$ cat src/rtl/m_cache_refill.sv
// Cache line refill engine: fetches a 4-word line critical-word-first with wrap,
// forwards the critical word early, and installs the line when no store conflicts.
module m_cache_refill #(
  parameter int ADDR_WIDTH = 32
) (
  input  logic                  i_clk,
  input  logic                  i_rst,
  input  logic                  i_req,
  input  logic [ADDR_WIDTH-1:0] i_addr,
  input  logic                  i_we,
  output logic                  o_busy,
  output logic                  o_mem_req,
  output logic [ADDR_WIDTH-1:0] o_mem_addr,
  input  logic                  i_mem_gnt,
  input  logic                  i_mem_rvalid,
  input  logic [31:0]           i_mem_rdata,
  output logic                  o_cw_valid,
  output logic [31:0]           o_cw_data,
  output logic                  o_ie,
  output logic [ADDR_WIDTH-1:0] o_iaddr,
  output logic [127:0]          o_idata,
  output logic                  o_done
);

  typedef enum logic [1:0] {
    S_IDLE,
    S_REQ,
    S_WAIT,
    S_INSTALL
  } state_t;

  state_t                    state_q, state_d;
  logic [ADDR_WIDTH-5:0]     line_q, line_d;
  logic [1:0]                ptr_q, ptr_d;
  logic [2:0]                count_q, count_d;
  logic [3:0][31:0]          data_q, data_d;

  always_ff @(posedge i_clk or posedge i_rst) begin
    if (i_rst) begin
      state_q <= S_IDLE;
      line_q  <= '0;
      ptr_q   <= '0;
      count_q <= '0;
      data_q  <= '0;
    end else begin
      state_q <= state_d;
      line_q  <= line_d;
      ptr_q   <= ptr_d;
      count_q <= count_d;
      data_q  <= data_d;
    end
  end

  always_comb begin
    state_d    = state_q;
    line_d     = line_q;
    ptr_d      = ptr_q;
    count_d    = count_q;
    data_d     = data_q;
    o_mem_req  = 1'b0;
    o_cw_valid = 1'b0;
    o_cw_data  = '0;
    o_ie       = 1'b0;
    o_done     = 1'b0;

    case (state_q)
      S_IDLE: begin
        if (i_req) begin
          line_d  = i_addr[ADDR_WIDTH-1:4];
          ptr_d   = i_addr[3:2];
          count_d = '0;
          state_d = S_REQ;
        end
      end
      S_REQ: begin
        o_mem_req = 1'b1;
        if (i_mem_gnt) begin
          state_d = S_WAIT;
        end
      end
      S_WAIT: begin
        if (i_mem_rvalid) begin
          data_d[ptr_q] = i_mem_rdata;
          ptr_d         = ptr_q + 2'd1;
          count_d       = count_q + 3'd1;
          // The first returned word is always the one the cache missed on.
          if (count_q == 3'd0) begin
            o_cw_valid = 1'b1;
            o_cw_data  = i_mem_rdata;
          end
          state_d = (count_q == 3'd3) ? S_INSTALL : S_REQ;
        end
      end
      S_INSTALL: begin
        // A store owns the cache array this cycle, so the install waits it out.
        if (!i_we) begin
          o_ie    = 1'b1;
          o_done  = 1'b1;
          state_d = S_IDLE;
        end
      end
      default: begin
        state_d = S_IDLE;
      end
    endcase
  end

  assign o_busy     = (state_q != S_IDLE);
  assign o_mem_addr = {line_q, ptr_q, 2'b00};
  assign o_iaddr    = {line_q, 4'b0000};
  assign o_idata    = data_q;

endmodule
$ cat config.mk
export PLATFORM = sky130hd
export DESIGN_NAME = m_cache_refill
export DESIGN_NICKNAME = d
export VERILOG_FILES = /design/src/rtl/m_cache_refill.sv
export SDC_FILE = /design/constraint.sdc
export NUM_CORES = 1
export LEC_CHECK = 0
export CORE_UTILIZATION = 46
export DETAILED_ROUTE_END_ITERATION = 10
export PLACE_DENSITY = 0.89
export SYNTH_ARGS = -nofsm -noshare
export SYNTH_HDL_FRONTEND = slang
export SYNTH_SLANG_ARGS = --single-unit
$ cat constraint.sdc
create_clock -name i_clk -period 13.6 [get_ports i_clk]
set_input_delay 2.04 -clock i_clk [delete_from_list [all_inputs] [get_ports i_clk]]
set_output_delay 2.04 -clock i_clk [all_outputs]
set_load 0.01 [all_outputs]
After elaboration in Yosys (flattened, before gate mapping)
Cells that the tools add are included.
{"block": "totals", "rom_bits": 0, "ram_bits": 0, "latch_bits": 0, "output_inout_bits": 229, "regBits": 163, "memories": 0}
{"block": "op_classes", "n_reduce_logical": 9, "mul": 0, "addsub": 2, "n_div": 0, "muxes": 24, "bitwise": 0, "n_eq_ne": 8, "n_shift": 0, "n_lt_le_gt_ge": 2}
{"operator": "128-bit bitwise mux", "n": 1}
{"operator": "32-bit 2-to-1 mux", "n": 4}
{"operator": "32-bit demux with 2-bit select", "n": 1}
{"operator": "2-bit 2-to-1 mux", "n": 7}
{"operator": "2-bit != test (second input constant)", "n": 4}
{"operator": "2-bit one-hot mux with 4 select lines", "n": 1}
{"operator": "1-bit 2-to-1 mux", "n": 6}
{"operator": "3-bit 2-to-1 mux", "n": 2}
{"operator": "3-bit one-hot mux with 2 select lines", "n": 1}
{"operator": "2-bit equality test (second input constant)", "n": 2}
{"operator": "2-bit one-hot mux with 2 select lines", "n": 1}
{"operator": "2-bit AND reduction", "n": 2}
{"operator": "4-bit AND reduction", "n": 1}
{"operator": "2-bit nonzero test", "n": 2}
{"operator": "3-bit by 1-bit adder with 3-bit output (second input constant)", "n": 1}
{"operator": "3-bit by 2-bit equality test with 1-bit output (second input constant)", "n": 1}
{"operator": "3-bit zero test", "n": 1}
{"operator": "2-bit by 3-bit less-than comparator with 1-bit output (second input constant)", "n": 1}
{"operator": "3-bit AND reduction", "n": 1}
{"operator": "2-bit by 1-bit adder with 2-bit output (second input constant)", "n": 1}
{"operator": "2-bit by 1-bit equality test with 1-bit output (second input constant)", "n": 1}
{"operator": "2-bit by 1-bit >= comparator with 1-bit output (second input constant)", "n": 1}
{"operator": "2-bit zero test", "n": 1}
{"operator": "1-bit logical AND", "n": 1}

Longest topological paths before layout
Gate-level depths: netlist (run 1).
{"block": "depth", "word_depth": 5, "depth_mapped": 5}

Worst setup path before layout (run 1)
OpenSTA, ideal clock, no wires.
{"block": "synth_timing", "path_type": "input -> output", "from": "input i_mem_rvalid", "to": "output o_cw_data[14]", "t_arrival_ns": 2.900, "path_slack_ns": 8.660, "path_buffers": 1, "cell_stages": 4, "path_cell_list": "and3b_4 -> and3_2 -> buf_2 -> and2_1"}
{"block": "synth_via", "elab_chain_len": 2}
{"element": "from (decl)", "line_no": "15", "source": "input logic i_mem_rvalid,"}
{"element": "32-bit 2-to-1 mux", "line_no": "82", "source": "if (i_mem_rvalid) begin"}
{"element": "32-bit 2-to-1 mux", "line_no": "66", "source": "case (state_q)"}
{"element": "to (decl)", "line_no": "18", "source": "output logic [31:0] o_cw_data,"}
No other way between the ends.

Worst setup path after layout (run 1)
{"block": "layout_timing", "from": "input i_mem_rvalid", "to": "output o_cw_data[21]"}
The elaborated chain is that of the path after synthesis.

==> run metrics, run 1 <==
outcome=completed; Post-Synth XOR/XNOR Area=0; setup_tns=0 ns; IO buf count=290; I/O pins=299; vias after detailed routing=4,624; post-layout util=0.6989; P_leak=4.550 nW; TritonCTS clock tree=yes; kind of critical path=input pin to output port; ANT cells=0; Max Freq=0.1540 GHz; RSZ-0062 raised after global routing=no; adder-cell share of the synthesized area=0.01269; largest family of logic cells by synthesized area=multiplexers; Post-Synth Simple-Gate Area=0.05114; Total GRT Usage=0.2328; share of cells above drive strength 1=0.2634; Worst Path Max Fanout=33; Yosys reg bits=163; share of the synthesized area in the top cell type=0.5912; most frequent cells in the layout=290 x clkdlybuf4s50_1, 163 x dfrtp_1, 147 x mux2_2; number of synthesized flops with an enable pin=0; post-cts resize count=0; pin count of the biggest net entering global routing=103; initial drt markers=171; Startpoint Class=input pin; Vias/cell=5.065; worst-case clock buffer depth=2; Area Overhead vs Synth=47.79%; hold_buf cts=0; most common cell after layout, fill and taps aside=clkdlybuf4s50_1; Non-Filler Instances=913; pwr dens=238.2 nW/µm²; Post-synth ARST share=1.000; yosys warns=0; post-CTS setup buffer count=0; CP arrival=4.45 ns; worst slew pin tran=0.9108 ns; Synth Area per Inst=15.16 µm²; worst skew pair latency=0.42 ns; hold path depth=1; die height=124.5 µm; Placement Setup Slack=7.095 ns; placed cell count=881; global-route wire length before repair=27,740 µm; max_slew headroom=0.3928; mux cell area share after synthesis=0.2624; ys flop type=dfrtp_1; Routed wire per std cell=19.24 µm; Crit. End Element=output port; # setup viols final=0; Core Area=14,590 µm²; R2R depth=3; Final period util=0.4773; vias in the first global route=4,943; Yosys top cell by area=dfrtp_1; Residual DRC=0; CP required=11.56 ns; largest cells by area after synthesis=dfrtp_1 59%, mux2_2 24%, buf_4 4.0%, and2_1 2.9%, buf_6 1.5%; cell area after synthesis=6899 µm²; DP Wirelength=12,200 µm; crit path time final=6.492 ns; die footprint=15,490 µm²; Slew Viols, Final=0; cts bufs inserted=17; Final Hold Vio Count=0; initial antenna violation count=0; CTS clk-pin slew, worst paths=0.06 ns; clk sinks=163; Pre-antenna DRT Iters=4; Mapped Cells=455; chip width=124.5 µm; Final Worst Setup Slack=7.108 ns; post-synthesis compound-gate area fraction=0.01288; min-delay worst type=register to register; nets@finish=793; Worst Skew=0.01213 ns; register area share after synthesis=0.5912; Hold Slack=0.5033 ns; Max-cap violations=0; GP Congestion=0.7557; Initial Util=0.4729; CTS H-tree depth=4; number of routed nets with antenna violations=0; peak supply drop=0.0001308 V; Netlist cell types=34; row count=44; GR Overflow Total=0; CTS root buf=clkbuf_16; total routed wirelength=17,560 µm
[final cells by class]
type	count	area, µm²
Clock buffer	25	505.5
Clock inverter	7	70.07
Fill cell	953	4393
Inverter	9	38.79
Multi-Input combinational cell	234	2362
Sequential cell	163	4079
Tap cell	184	230.2
Timing Repair Buffer	291	2910
[stage by stage]
step | power [mW] | cell area [µm²]
after global placement | 1.930 | 9620
final | 2.428 | 10200
after detailed placement | 1.979 | 9620
after floorplan | 1.358 | 6918
after global routing | 2.543 | 10200
after CTS | 2.449 | 10200
[per-layer routing]
metal  track usage  up-vias  part of all wire
met5             0        -                 0
met4       0.07654        0             0.017
met3       0.06787       23             0.052
met2        0.4098      175              0.53
met1        0.2705     2368              0.41
li1              -     2058                 -
[cells by family after synthesis]
logic type / count (synthesis)
mux: 159
flops: 163
simple gates: 50
compound gates: 12
fa+ha+maj: 7
buf+inv: 63
other cells: 1
[report_power, final]
group	total, mW	switching, mW	internal [mW]
Sequential	0.855	0.144	0.711
Combinational	1.11	0.418	0.693
Clock	0.463	0.186	0.277
Total	2.43	0.748	1.68
[cell usage after synthesis, types with 2 or more instances]
cell type and number:
and2_1 32, clkbuf_1 2, nand2_4 4, nand2_1 3
inv_1 9, mux2_1 4, or2b_1 2, clkbuf_2 2
buf_4 37, ha_1 7, o22a_1 2, a22o_1 3
clkbuf_8 3, mux2_2 147, o22ai_1 3, buf_6 9
mux2_4 6, mux2i_1 2, dfrtp_1 163
[critical path, stage by stage]
cell             delay (ns)
clkdlybuf4s50_1        0.63
and3b_4                0.34
and3_2                 0.65
and2_1                 0.24
clkdlybuf4s50_1        0.55
[final timing paths]
path / from / to / slack (ns)
max in group asynchronous: i_rst / line_q[3] / 10.04
worst max register to register: state_q[1] / o_idata[78] / 11.69
worst min-delay path: o_idata[32] / o_idata[32] / 0.50
worst min register to register: o_idata[32] / o_idata[32] / 0.50
min in group asynchronous: i_rst / line_q[26] / 2.18
worst max-delay path: i_mem_rvalid / o_cw_data[21] / 7.11
[registers in the layout, summed over array words and instances, names as in the netlist]
| signal | cells |
|---|---|
| count_q | 3 |
| line_q | 28 |
| o_idata | 128 |
| ptr_q | 2 |
| state_q | 2 |
(Power assumes the default switching activity.)
==> run 2, diff against run 1 <==
--- a/config.mk
+++ b/config.mk
@@ -5,9 +5,9 @@
 export SDC_FILE = /design/constraint.sdc
 export NUM_CORES = 1
 export LEC_CHECK = 0
-export CORE_UTILIZATION = 46
+export CORE_UTILIZATION = 38
 export DETAILED_ROUTE_END_ITERATION = 10
-export PLACE_DENSITY = 0.89
+export PLACE_DENSITY = 0.79
 export SYNTH_ARGS = -nofsm -noshare
 export SYNTH_HDL_FRONTEND = slang
 export SYNTH_SLANG_ARGS = --single-unit
==> constraint.sdc (replaced) <==
create_clock -name i_clk -period 5.8 [get_ports i_clk]
set_input_delay 0.87 -clock i_clk [delete_from_list [all_inputs] [get_ports i_clk]]
set_output_delay 0.87 -clock i_clk [all_outputs]
set_load 0.01 [all_outputs]
==> run 2 against run 1 <==
  * Non-clock buffer count grew 1
  * Highest routed layer unchanged
  * Combinational power up 130%
  * Global-route usage shrank 4.3 points
  * Largest cell class unchanged
  * Largest power group unchanged
==> run metrics, run 2 (synthesized netlist as in run 1, its figures left out) <==
hold_buf cts=0 (unchanged); Max Freq=0.2442 GHz; GR Overflow Total=0 (unchanged); CTS clk-pin slew, worst paths=0.06 ns (about the same); most common cell after layout, fill and taps aside=clkdlybuf4s50_1; Vias/cell=4.749 (-6.2%); P_leak=4.572 nW (+0.47%); I/O pins=299 (unchanged); Clk pwr share=0.201 (+0.010); ANT cells=0 (unchanged); total routed wirelength=17,260 µm (-1.8%); Final Power=5.747 mW (+140%); number of routed nets with antenna violations=0 (unchanged); Initial Util=0.3934 (-0.07949); # setup viols final=0 (unchanged); footprint of the multi-input gates=2362 µm² (unchanged); Final Hold Vio Count=0 (unchanged); Routed wire per std cell=18.07 µm (-6.1%); Hold Slack=0.5031 ns (-0.0001930 ns); initial drt markers=120 (-30%); Sw Share=0.3060 (-0.001980); Core Area=17,540 µm² (+20%); clk sinks=163 (unchanged); CP arrival=3.22 ns (-1.23 ns); cts bufs inserted=17 (unchanged); outcome=completed; peak supply drop=0.0003295 V (+150%); post-cts resize count=0 (unchanged); share of cells above drive strength 1=0.2671 (+0.003749); Sw Pwr=1.759 mW (+140%); pwr dens=558.3 nW/µm² (+130%); Slew Viols, Final=0 (unchanged); worst-case clock buffer depth=2 (unchanged); combinational power share=0.452 (-0.005); min-delay worst type=register to register; internal power=3.988 mW (+140%); Area Overhead vs Synth=49.20%; RSZ-0062 raised after global routing=no; vias after detailed routing=4,535 (-1.9%); DP Wirelength=12,250 µm (+0.46%); Crit. End Element=output port; Total GRT Usage=0.1901 (-0.04274); setup_tns=0 ns (unchanged); vias in the first global route=4,768 (-3.5%); die height=136.7 µm (+9.9%); CP required=4.93 ns (-6.63 ns); R2R depth=3 (unchanged); post-CTS setup buffer count=0 (unchanged); FF+latch area=4079 µm² (unchanged); nets@finish=794 (+0.13%); Filler Cells Inserted=1,353 (+42%); Residual DRC=0 (unchanged); Seq pwr share=0.347 (-0.005); row count=48 (+9.1%); Startpoint Class=input pin; IO buf count=290 (unchanged); Pre-antenna DRT Iters=4 (unchanged); pin count of the biggest net entering global routing=70 (-32%); initial antenna violation count=0 (unchanged); most frequent cells in the layout=290 x clkdlybuf4s50_1, 163 x dfrtp_1, 147 x mux2_2; flip-flop count of the largest register after layout=128 (unchanged); TritonCTS clock tree=yes; worst skew pair latency=0.41 ns (about the same); Final period util=0.7060; kind of critical path=input pin to output port; Worst Path Max Fanout=33 (unchanged); CTS root buf=clkbuf_16; chip width=136.7 µm (+9.9%); max_slew headroom=0.5282 (+0.1354); CTS H-tree depth=4 (unchanged); GP Congestion=0.7659 (+1.3%); Max-cap violations=0 (unchanged); die footprint=18,700 µm² (+21%); worst slew pin tran=0.7078 ns (-0.2031 ns); hold path depth=1 (unchanged); Worst Skew=0.01143 ns (-0.0007032 ns); global-route wire length before repair=26,340 µm (-5.1%); crit path time final=4.095 ns
run 2: worst paths after layout:
kind                                    from            to  slack, ns
worst max-delay path            i_mem_rvalid  o_cw_data[7]       1.71
worst min-delay path             o_idata[26]   o_idata[26]       0.50
worst max register to register    state_q[1]   o_idata[78]       3.88
worst min register to register   o_idata[26]   o_idata[26]       0.50
max in group asynchronous              i_rst   o_idata[61]       3.71
min in group asynchronous              i_rst   o_idata[92]       0.92
run 2: power groups by stage:
stage	clock, mW	sequential [mW]	combinational, mW
2_1_floorplan	0	2.20	0.987
3_3_place_gp	0	1.98	2.56
3_5_place_dp	0	2.02	2.62
4_1_cts	1.19	2.00	2.63
5_1_grt	1.23	2.07	2.75
6_report	1.16	2.00	2.60
run 2: metrics by stage:
stage,instances,worst slack [ns],utilization,area (µm²)
floorplan,460,0.5250,-,6918
global placement,923,1.747,0.5519,9679
detailed placement,923,1.655,0.5519,9679
CTS,955,1.653,0.5870,10290
global route,955,1.545,0.5870,10290
finish,955,1.705,0.5870,10290
run 2: cell type report:
| cell class | count | area share |
|---|---|---|
| Sequential cell | 163 | 0.3963 |
| Timing Repair Buffer | 292 | 0.2835 |
| Multi-Input combinational cell | 234 | 0.2295 |
| Clock buffer | 19 | 0.04303 |
| Tap cell | 225 | 0.02735 |
| Clock inverter | 13 | 0.01665 |
| Inverter | 9 | 0.003768 |
run 2: layer usage:
| layer | routed length (µm) | vias to the layer above | GRT usage |
|---|---|---|---|
| li1 | - | 2056 | - |
| met1 | 6893 | 2281 | 0.2226 |
| met2 | 9009 | 165 | 0.3336 |
| met3 | 873 | 33 | 0.04074 |
| met4 | 479 | 0 | 0.08395 |
| met5 | 0 | - | 0 |
run 2: worst max-delay path: stages:
cell and delay [ns]:
clkdlybuf4s50_1 0.61, and3b_4 0.33, and3_2 0.62, and2_1 0.23, clkdlybuf4s50_1 0.55
==> RTL edit (settings of run 2) <==
Make the reset (`i_rst`) synchronous in one clocked block.
--- a/src/rtl/m_cache_refill.sv
+++ b/src/rtl/m_cache_refill.sv
@@ -35,7 +35,7 @@
   logic [2:0]                count_q, count_d;
   logic [3:0][31:0]          data_q, data_d;
 
-  always_ff @(posedge i_clk or posedge i_rst) begin
+  always_ff @(posedge i_clk) begin
     if (i_rst) begin
       state_q <= S_IDLE;
       line_q  <= '0;
Behaviour: differs if i_rst is asserted again (counterexample within 4 cycles, from zero or initial values and one cycle with i_rst high); with i_rst held inactive, the same outputs for 4 cycles.
==> RTL edit against run 2 <==
Synthesized cell count up 79%. Count of clock-buffer cells in the layout down 1. Synthesized area down 5.9%. Sequential cell count unchanged. Setup slack better by 0.010 ns. Wire length up 15%. Final area down 5.6%. Critical endpoint is now o_cw_data[14].
Power is not compared: it rests on default switching activity, and its combinational part moved more than twofold at a synthesized area within 25%.
==> RTL edit: results (changes against run 2) <==
set qor(run_status) {complete, no violations}
set qor(cts_buf_count) 17 ;# unchanged
set qor(ys_types) 32 ;# -5.9%
set qor(synthesis.instances) 813 ;# +79%
set qor(grt_util_met2_pct) 39.6 ;# +6.2 points
set qor(hold_path_end) {o_idata[92]}
set qor(total_iterations_of_the_first_detailed_routing_run) 5 ;# +1
set qor(ys_dominant_reg_cell) {dfxtp_1}
set qor(timing.reg2reg.setup_slack_ns) 3.31 ;# -0.57 ns
set qor(rr_startpoint) {state_q[1]}
set qor(grt_util_met1_pct) 25.8 ;# +3.5 points
set qor(first_global_vias) 5736 ;# +20%
set qor(synth_async_sr_flop_share_pct) 0 ;# -100 points
set qor(synth_top_cells_by_area) {dfxtp_1 (50%), nand2_1 (18%), a21oi_1 (12%)}
set qor(timing.fmax_ghz) 0.245 ;# +0.26%
set qor(dp_worst_setup_slack_ns) 1.72 ;# +0.0604 ns
set qor(hold_path.startpoint) {o_idata[92]}
set qor(worst_setup_path_endpoint) {o_cw_data[14]}
set qor(number_of_nets_at_the_end_of_the_flow) 1116 ;# +41%
set qor(cp_top_family) {buffers and inverters}
set qor(gr_util_met3_pct) 5.98 ;# +1.9 points
set qor(drt_wl_total_mm) 19.9 ;# +15%
set qor(max-slew-margin-rel_pct) 25.1 ;# -28 points
set qor(crit_arrival_ns) 3.21 ;# about the same
set qor(post_place_instance_area_um2) 9110 ;# -5.9%
set qor(routed_wire_length_on_met3_mm) 1.32 ;# +52%
set qor(dp_cells) 1240 ;# +34%
set qor(worstPathMaxFanout) 33 ;# unchanged
set qor(grtUsageTotal_pct) 22.3 ;# +3.3 points
set qor(reg2reg_depth) 4 ;# +1
set qor(fillCellCount) 1511 ;# +12%
set qor(ys.warnings.count) 0 ;# unchanged
set qor(gp_routability_congestion) 0.761 ;# -0.61%
set qor(routedWlPerCell_um) 15.6 ;# -13%
set qor(crit-reg2reg-capture) {o_idata[117]}
set qor(avgViaCountPerCell) 4.87 ;# +2.6%
set qor(synth_sequential_area_ratio_pct) 50.3 ;# -8.8 points
set qor(grt_max_degree) 88 ;# +26%
set qor(met2RoutedLength_mm) 10.1 ;# +12%
set qor(worst_path_largest_cell_delay_ns) 0.82 ;# +0.20 ns
set qor(top_layer_used) {met4}
set qor(stdcell_area_um2) 9720 ;# -5.6%
set qor(fin_skew_ns) 0.00567 ;# -0.00576 ns
set qor(min_path_cells) 2 ;# +1
set qor(leakage_nw) 3.40
set qor(synthTopCellsByCount) {nand2_1 (317), dfxtp_1 (163), a21oi_1 (161)}
set qor(antenna_cells) 0 ;# unchanged
set qor(proportion_of_layout_cells_with_a_drive_suffix_above_1_pct) 4.56 ;# -22 points
set qor(holdWs_ns) 0.452 ;# -0.0507 ns
set qor(number_of_antenna_violations_at_the_first_check_in_global_routing) 0 ;# unchanged
set qor(critPathSlowestCell) {clkdlybuf4s50_1}
set qor(hpwl_mm) 13.1 ;# +7.3%
set qor(drt_iter0_drc) 288 ;# +140%
set qor(detail_route.wirelength.met1_mm) 8.18 ;# +19%
set qor(grt_first_pass_wirelength_mm) 30.8 ;# +17%
-- RTL edit: area by class of cell --
type / instances / share of cell area [%]
Clock inverter: 14 / 1.83
Multi-Input combinational cell: 552 / 26.7
Clock buffer: 18 / 4.42
Timing Repair Buffer: 297 / 30.4
Tap cell: 220 / 2.83
Sequential cell: 163 / 33.6
Inverter: 8 / 0.309
-- RTL edit: logic make-up after synthesis --
logic type | share of synthesized area (%)
and+or+nand+nor | 24.6
AOI/OAI and AO/OA | 13.6
DFF | 50.3
buffers and inverters | 10.1
adders and majority gates | 1.35
other | 0.0578
-- RTL edit: power groups by stage --
| stage | combinational (W) | clock, W | sequential (W) |
|---|---|---|---|
| floorplan | 0.000137 | 0 | 0.00120 |
| global placement | 0.000276 | 0 | 0.00119 |
| detailed placement | 0.000279 | 0 | 0.00119 |
| CTS | 0.000280 | 0.00119 | 0.00117 |
| global route | 0.000297 | 0.00124 | 0.00117 |
| finish | 0.000278 | 0.00117 | 0.00117 |
